File: src/rtl/alarm_compare_multi.sv
// Multi-channel alarm compare controller.
// A scanner checks one channel per cycle against a time snapshot taken on each tick.
// A ringer presents the lowest-index pending channel until ack or timeout.
module alarm_compare_multi #(
  parameter int unsigned NCH      = 4,
  parameter int unsigned TW       = 17,
  parameter int unsigned RING_LEN = 8,
  localparam int unsigned CHW     = $clog2(NCH)
) (
  input  logic           clk,
  input  logic           rst,
  input  logic           tick,
  input  logic [TW-1:0]  cur_time,
  input  logic           cfg_we,
  input  logic [CHW-1:0] cfg_ch,
  input  logic [TW-1:0]  cfg_time,
  input  logic           cfg_en,
  input  logic           ack,
  output logic           alarm,
  output logic [CHW-1:0] alarm_ch,
  output logic [NCH-1:0] pending,
  output logic           busy,
  output logic           overrun
);

  localparam int unsigned CNTW = $clog2(RING_LEN + 1);

  typedef enum logic {StIdle, StScan} scan_e;
  typedef enum logic {StQuiet, StRing} ring_e;

  logic [TW-1:0]   time_q [NCH];
  logic [NCH-1:0]  en_q;
  logic [NCH-1:0]  pending_q, pending_d;

  scan_e           scan_q, scan_d;
  logic [TW-1:0]   snap_q, snap_d;
  logic [CHW-1:0]  idx_q, idx_d;
  logic            overrun_q, overrun_d;
  logic [NCH-1:0]  scan_set_mask;

  ring_e           ring_q, ring_d;
  logic [CHW-1:0]  alarm_ch_q, alarm_ch_d;
  logic [CNTW-1:0] cnt_q, cnt_d;
  logic [NCH-1:0]  ring_clr_mask;

  logic            cfg_valid;
  logic [NCH-1:0]  cfg_clr_mask;
  logic [NCH-1:0]  pend_avail;
  logic [CHW-1:0]  sel;

  // Out-of-range channel writes are dropped; no check needed when NCH fills the index space
  if (2 ** CHW == NCH) begin : g_full_idx
    assign cfg_valid = cfg_we;
  end else begin : g_part_idx
    assign cfg_valid = cfg_we && (32'(cfg_ch) < NCH);
  end

  // Config write also clears the channel's pending bit, with priority over a scanner set
  always_comb begin
    cfg_clr_mask = '0;
    if (cfg_valid) cfg_clr_mask[cfg_ch] = 1'b1;
  end

  // Alarm time and enable registers
  always_ff @(posedge clk) begin
    if (rst) begin
      for (int i = 0; i < int'(NCH); i++) time_q[i] <= '0;
      en_q <= '0;
    end else if (cfg_valid) begin
      time_q[cfg_ch] <= cfg_time;
      en_q[cfg_ch]   <= cfg_en;
    end
  end

  // Scanner next-state: snapshot on tick, then one channel compare per cycle
  always_comb begin
    scan_d        = scan_q;
    snap_d        = snap_q;
    idx_d         = idx_q;
    overrun_d     = overrun_q;
    scan_set_mask = '0;
    unique case (scan_q)
      StIdle: begin
        if (tick) begin
          snap_d = cur_time;
          idx_d  = '0;
          scan_d = StScan;
        end
      end
      StScan: begin
        if (tick) overrun_d = 1'b1;
        if (en_q[idx_q] && (time_q[idx_q] == snap_q)) scan_set_mask[idx_q] = 1'b1;
        if (idx_q == CHW'(NCH - 1)) scan_d = StIdle;
        else                        idx_d  = idx_q + CHW'(1);
      end
      default: scan_d = StIdle;
    endcase
  end

  // Scanner state register
  always_ff @(posedge clk) begin
    if (rst) begin
      scan_q    <= StIdle;
      snap_q    <= '0;
      idx_q     <= '0;
      overrun_q <= 1'b0;
    end else begin
      scan_q    <= scan_d;
      snap_q    <= snap_d;
      idx_q     <= idx_d;
      overrun_q <= overrun_d;
    end
  end

  // Lowest-index pending channel, ignoring one being cleared by config this cycle
  always_comb begin
    pend_avail = pending_q & ~cfg_clr_mask;
    sel        = '0;
    for (int i = int'(NCH) - 1; i >= 0; i--) begin
      if (pend_avail[i]) sel = CHW'(i);
    end
  end

  // Ringer next-state: tick counts before the timeout compare
  always_comb begin
    ring_d        = ring_q;
    alarm_ch_d    = alarm_ch_q;
    cnt_d         = cnt_q;
    ring_clr_mask = '0;
    unique case (ring_q)
      StQuiet: begin
        if (|pend_avail) begin
          ring_d     = StRing;
          alarm_ch_d = sel;
          cnt_d      = '0;
        end
      end
      StRing: begin
        if (tick) cnt_d = cnt_q + CNTW'(1);
        if (cfg_valid && (cfg_ch == alarm_ch_q)) begin
          ring_d = StQuiet;
        end else if (ack || (cnt_d == CNTW'(RING_LEN))) begin
          ring_clr_mask[alarm_ch_q] = 1'b1;
          ring_d                    = StQuiet;
        end
      end
      default: ring_d = StQuiet;
    endcase
  end

  // Ringer state register
  always_ff @(posedge clk) begin
    if (rst) begin
      ring_q     <= StQuiet;
      alarm_ch_q <= '0;
      cnt_q      <= '0;
    end else begin
      ring_q     <= ring_d;
      alarm_ch_q <= alarm_ch_d;
      cnt_q      <= cnt_d;
    end
  end

  // Pending merge: ringer clear < scanner set < config clear
  always_comb begin
    pending_d = ((pending_q & ~ring_clr_mask) | scan_set_mask) & ~cfg_clr_mask;
  end

  // Pending register
  always_ff @(posedge clk) begin
    if (rst) pending_q <= '0;
    else     pending_q <= pending_d;
  end

  assign alarm    = (ring_q == StRing);
  assign alarm_ch = alarm_ch_q;
  assign pending  = pending_q;
  assign busy     = (scan_q == StScan);
  assign overrun  = overrun_q;

endmodule

File: config.mk
export PLATFORM = sky130hd
export DESIGN_NAME = alarm_compare_multi
export DESIGN_NICKNAME = d
export VERILOG_FILES = /design/src/rtl/alarm_compare_multi.sv
export SDC_FILE = /design/constraint.sdc
export NUM_CORES = 1
export LEC_CHECK = 0
export ABC_AREA = 0
export CORE_UTILIZATION = 30
export CTS_CLUSTER_SIZE = 10
export DETAILED_ROUTE_END_ITERATION = 8
export HOLD_SLACK_MARGIN = 0.15
export RECOVER_POWER = 25
export SLEW_MARGIN = 40
export SYNTH_ARGS = -nofsm -noshare
export SYNTH_HDL_FRONTEND = slang
export SYNTH_SLANG_ARGS = --single-unit
File: constraint.sdc
create_clock -name clk -period 2.42 [get_ports clk]
set_input_delay 0.726 -clock clk [delete_from_list [all_inputs] [get_ports clk]]
set_output_delay 0.726 -clock clk [all_outputs]
set_load 0.01 [all_outputs]
==> results of run 1 <==
## layer usage
metal / routed length [um] / part of all wire
met5: 0 / 0
met4: 85 / 0.0082
met3: 511 / 0.050
met2: 4880 / 0.47
met1: 4840 / 0.47
## power by group
part,internal [mW],switching [mW],total (mW)
registers,2.04,0.0443,2.08
clock network,0.793,0.608,1.40
logic,0.220,0.223,0.442
total,3.05,0.875,3.93
## cells by family (layout without fill, tap and decap cells)
logic type      after synthesis  after routing  share of synthesized area
mux                          26             26                     0.0997
fa+ha+maj                     5              5                     0.0132
xor+xnor                     18             18                     0.0332
flops                       106            106                      0.591
compound gates               53             53                     0.0678
simple gates                169            169                      0.151
buf+inv                      52            119                     0.0435
## through the flow
step,power [mW],area (um^2),setup TNS [ns],cells,hold slack (ns)
finish,3.93,5930,0,707,0.465
CTS,3.97,5940,0,707,0.467
global placement,2.56,5650,-0.00323,691,0.448
detailed placement,2.58,5650,-0.0414,691,0.455
floorplan,2.37,4740,0,429,0.436
global route,4.10,5930,0,707,0.497
## flip-flops by register name, indices dropped and copies added (netlist names), named ones only
| register | count |
|---|---|
| time_q | 68 |
| pending | 4 |
| en_q | 4 |
| cnt_q | 4 |
| idx_q | 2 |
| busy | 1 |
| overrun | 1 |
| alarm_ch | 2 |
| snap_q | 17 |
| alarm | 1 |
## cell type report
| type | count | area [um^2] | area share |
|---|---|---|---|
| Sequential cell | 106 | 2800 | 0.473 |
| Multi-Input combinational cell | 271 | 1730 | 0.292 |
| Timing Repair Buffer | 74 | 734 | 0.124 |
| Tap cell | 211 | 264 | 0.0445 |
| Clock buffer | 10 | 229 | 0.0386 |
| Inverter | 29 | 109 | 0.0184 |
| Clock inverter | 6 | 57.6 | 0.00971 |
## path summary, 6_finish.rpt
check                                start          to  slack, ns
worst max-delay path             cfg_ch[0]  pending[0]       0.23
worst min-delay path            snap_q[10]  snap_q[10]       0.47
worst max register to register    register  pending[3]       0.26
worst min register to register  snap_q[10]  snap_q[10]       0.47
## layout by cell type, fill, tap and decap left out, types with 11 or more instances in the layout
cell | synthesis | layout
nor2_1 | 74 | 74
buf_4 | 0 | 16
mux4_2 | 17 | 17
xnor2_1 | 11 | 11
inv_1 | 29 | 29
dfxtp_1 | 38 | 38
clkdlybuf4s50_1 | 0 | 48
edfxtp_1 | 68 | 68
a21oi_1 | 26 | 26
nand2_1 | 63 | 63
## worst max-delay path: cells and delay by family
| kind | cells | cell delay (ns) |
|---|---|---|
| buffers and inverters | 2 | 0.80 |
| AOI/OAI and AO/OA | 1 | 0.07 |
| and+or+nand+nor | 4 | 0.81 |
==> metrics.txt, run 1 <==
CP Capture Type=register; ANT nets after route=0; Max Fclk=~460 MHz; DP HPWL=7230 um; Post-synth top cells=nor2_1 (74), edfxtp_1 (68), nand2_1 (63), dfxtp_1 (38), inv_1 (29); initial core utilization=0.310; Remaining DRCs=0; Worst-Skew Late Latency=between 0.3 and 0.4 ns; max incr delay on CP=a little over 0.6 ns; Syn Area/Cell=11.1 um^2; post-cts hold buffer count=0; Hold Crit Depth=2; peak supply drop=0.297 mV; Crit-path slowest cell=dlygate4sd3_1; clock slew at reported path FFs=0.07 ns; Worst Reg-to-Reg Cells=6; Synth async-reset ratio=0; Clock Tree Buf Depth=2; max cap viols=0; outcome=finished, final reports clean; Static Leak=2.16 nW; initial antenna violation count=0; die extent in y=approximately 130 um; vias in the first global route=3223; Core ar.=15300 um^2; Synth area leader=edfxtp_1; Yosys top cell area share=0.431; largest net degree at the start of global routing=29; Die Wd=128 um; IO Pins=between 50 and 60; Hold Fails Final Rpt=0; Post-Syn Nets=476; GR Overflow Total=0; IO buf count=50; cts repair resizes=0; post-DR wirelength/cell=approximately 15 um; CTS Root Cell=clkbuf_16; DRT Pass-1 Iters=4; Slew HR=0.637; GPL Wtd Cong=0.758; DP Worst Slack=-0.0222 ns; PwrDens=662 nW/um^2; H-tree depth=3; Final Util=0.387; final worst slack=~0.23 ns; min Tclk post-route=2.19 ns; Slew @ Worst Pin=0.545 ns; Total GRT Usage=0.136; gr busiest metal=met2; Hold WC Path Type=register to register; register area share after synthesis=0.591; fin nets=538; Post-synth EDFFs=68; Area Growth Syn to Fin=25.0%; Cells after Synth=429; die area=16300 um^2; Diodes inserted=0; register bit total from synthesis=106; Post-Route WL=about 10000 um; CTS tree=built; Cell variety after synth=36; via count=3211; Tcrit/Tclk final=0.905; Synth Flop Type=edfxtp_1; GR Util met1=0.180; Via density=4.54; Final setup viols=0; clk sinks=106; site row count=45; post-synthesis cell area=4740 um^2; M3 GR Usage=0.0351; share of layout cells above drive strength 1=0.115; crit path kind=input pin to register; top-count cell post-synth=nor2_1; CP required=2.64 ns; crit path DAT=roughly 2.4 ns; global-route wire length before repair=16800 um; Setup Skew=0.00525 ns; Slew Viols, Final=0; RSZ-0062 raised after global routing=false; Fill cells=around 1.5k; CP max FO=19; Num CTS Buffers=9; cells along the critical path=dlygate4sd3_1 -> or3b_2 -> nand2b_1 -> buf_12 -> nor2_1 -> nand4_1 -> o22ai_1; critical path launch point type=input pin; Area contributors post-synth=edfxtp_1 (43%), dfxtp_1 (16%), mux4_2 (8.1%); met2 usage in global routing=0.219; postcts setup bufs=0; Synth warnings=0; Starting DRT DRC Count=201
Note: power is estimated with default switching activity, not from simulation.
==> inputs of run 2 (changes only) <==
Settings changed: CORE_MARGIN set to 1.5.
==> run 2 against run 1 <==
  * Critical path depth shrank 2
  * Cell area up 0.46%
  * Register-to-register slack gained 0.06 ns
  * Wire length barely moved
  * Critical path type unchanged
  * Clock power grew 12%
  * Highest routed layer unchanged
  * Core utilization grew 0.18 points
  * First-iteration DRC count fell by 10%
  * Die area is 1.6% higher
  * Count of clock-buffer cells in the layout is 2 higher
==> metrics.txt, run 2 (synthesized netlist as in run 1, its figures left out) <==
outcome=finished, final reports clean (unchanged); FF-to-FF End=pending[0] (was pending[3]); H-tree depth=3 (unchanged); clock slew at reported path FFs=0.06 ns (was 0.07 ns); Static Leak=2.17 nW (was 2.16 nW); final total power=4.10 mW (was 3.93 mW); CP max FO=17 (was 19); DRT Pass-1 Iters=4 (unchanged); Die Wd=129 um (was 128 um); Slew HR=0.676 (was 0.637); crit path kind=input pin to register (unchanged); Slew @ Worst Pin=0.485 ns (was 0.545 ns); Via density=4.56 (was 4.54); IO buf count=50 (unchanged); die area=16600 um^2 (was 16300 um^2); leading cell type in the layout, fill and taps excluded=nor2_1 (unchanged); biggest regs=time_q: 68 flops, snap_q: 17 flops (unchanged); Clock Tree Buf Depth=2 (unchanged); Hold WC Path Type=register to register (unchanged); min Tclk post-route=2.23 ns (was 2.19 ns); Remaining DRCs=0 (unchanged); Area Growth Syn to Fin=25.6% (was 25.0%); Num CTS Buffers=9 (unchanged); Fill cells=1491 (was 1517); CP Capture Type=register (unchanged); site row count=45 (unchanged); GR Overflow Total=0 (unchanged); Largest register FFs=68 (unchanged); commonest cells after routing, fill and taps aside=nor2_1 (74), edfxtp_1 (68), nand2_1 (63) (unchanged); IO Pins=51 (unchanged); peak supply drop=0.337 mV (was 0.297 mV); crit path DAT=2.29 ns (was 2.41 ns); initial antenna violation count=0 (unchanged); initial core utilization=0.310 (unchanged); largest net degree at the start of global routing=29 (unchanged); via count=3207 (was 3211); CP endpoint=time_q[3][1] (was pending[0]); Worst-Skew Late Latency=0.35 ns (was 0.34 ns); CTS tree=built (unchanged); RSZ-0062 raised after global routing=false (unchanged); PwrDens=688 nW/um^2 (was 662 nW/um^2); share of layout cells above drive strength 1=0.110 (was 0.115); cts repair resizes=0 (unchanged); post-cts hold buffer count=0 (unchanged); Worst Reg-to-Reg Cells=6 (unchanged); vias in the first global route=3255 (was 3223); r2r setup slk=0.32 ns (was 0.26 ns); post-DR wirelength/cell=14.7 um (was 14.6 um); CP required=2.47 ns (was 2.64 ns); CP startpoint=cfg_we (was cfg_ch[0]); Tcrit/Tclk final=0.923 (was 0.905); die extent in y=129 um (was 128 um); Core ar.=15300 um^2 (unchanged); Setup TNS Final=0 ns (unchanged); Top reg by flops=time_q (unchanged); Hold Fails Final Rpt=0 (unchanged); global-route wire length before repair=16600 um (was 16800 um); Setup Skew=0.00670 ns (was 0.00525 ns); Max Fclk=447 MHz (was 457 MHz); clk sinks=106 (unchanged); Diodes inserted=0 (unchanged); ANT nets after route=0 (unchanged); critical path launch point type=input pin (unchanged); Final setup viols=0 (unchanged); DP HPWL=7060 um (was 7230 um); Total GRT Usage=0.133 (was 0.136); GPL Wtd Cong=0.776 (was 0.758); max cap viols=0 (unchanged); fin nets=535 (was 538); postcts setup bufs=0 (unchanged); Hold Crit Start=overrun (was snap_q[10]); Slew Viols, Final=0 (unchanged); CTS Root Cell=clkbuf_16 (unchanged); Starting DRT DRC Count=181 (was 201); Post-Route WL=10300 um (about the same)
-- run 2: changes by cell type in the layout (fill, tap and decap cells not counted), sizes merged --
cell,delta
buf,-2
bufinv,+1
clkbuf,+1
clkinv,-2
clkinvlp,-1
-- run 2: layout make-up --
cell class	count	area, um^2	share of cell area
clock buffer	12	246	0.0414
clock inverter	4	76.3	0.0128
inverter	29	109	0.0183
multi-input combinational	271	1730	0.291
sequential	106	2800	0.470
tap	211	264	0.0443
timing repair buffer	71	726	0.122
-- run 2: stage by stage --
stage	cells	worst slack [ns]	utilization	hold WS [ns]	area, um^2
floorplan	429	0.144	-	0.436	4740
global placement	688	0.0654	0.368	0.450	5640
detailed placement	688	0.0485	0.368	0.462	5640
CTS	704	0.265	0.389	0.473	5960
global route	704	0.0645	0.389	0.506	5960
finish	704	0.185	0.389	0.469	5960
-- run 2: worst min path at each step --
stage | end | slack, ns | cells past startpoint
final | overrun | 0.47 | 2
after global routing | snap_q[13] | 0.51 | 2
after CTS | snap_q[10] | 0.47 | 2
after detailed placement | overrun | 0.46 | 2
after global placement | snap_q[5] | 0.45 | 2
after floorplan | snap_q[10] | 0.44 | 2
-- run 2: power breakdown --
| group | total (mW) | internal (mW) | leakage [nW] | switching (mW) |
|---|---|---|---|---|
| Clock | 1.57 | 0.938 | 0.153 | 0.629 |
| Sequential | 2.08 | 2.04 | 0.979 | 0.0436 |
| Combinational | 0.446 | 0.223 | 1.03 | 0.223 |
-- run 2: critical path: stages --
cell and delay (ns):
dlygate4sd3_1 0.54, clkbuf_1 0.39, nand3_1 0.20, nand2b_1 0.22, buf_12 0.20
-- run 2: routing by layer --
layer | part of all wire | GRT usage
met1 | 0.47 | 0.172
met2 | 0.46 | 0.219
met3 | 0.051 | 0.0274
met4 | 0.017 | 0.0535
met5 | 0 | 0
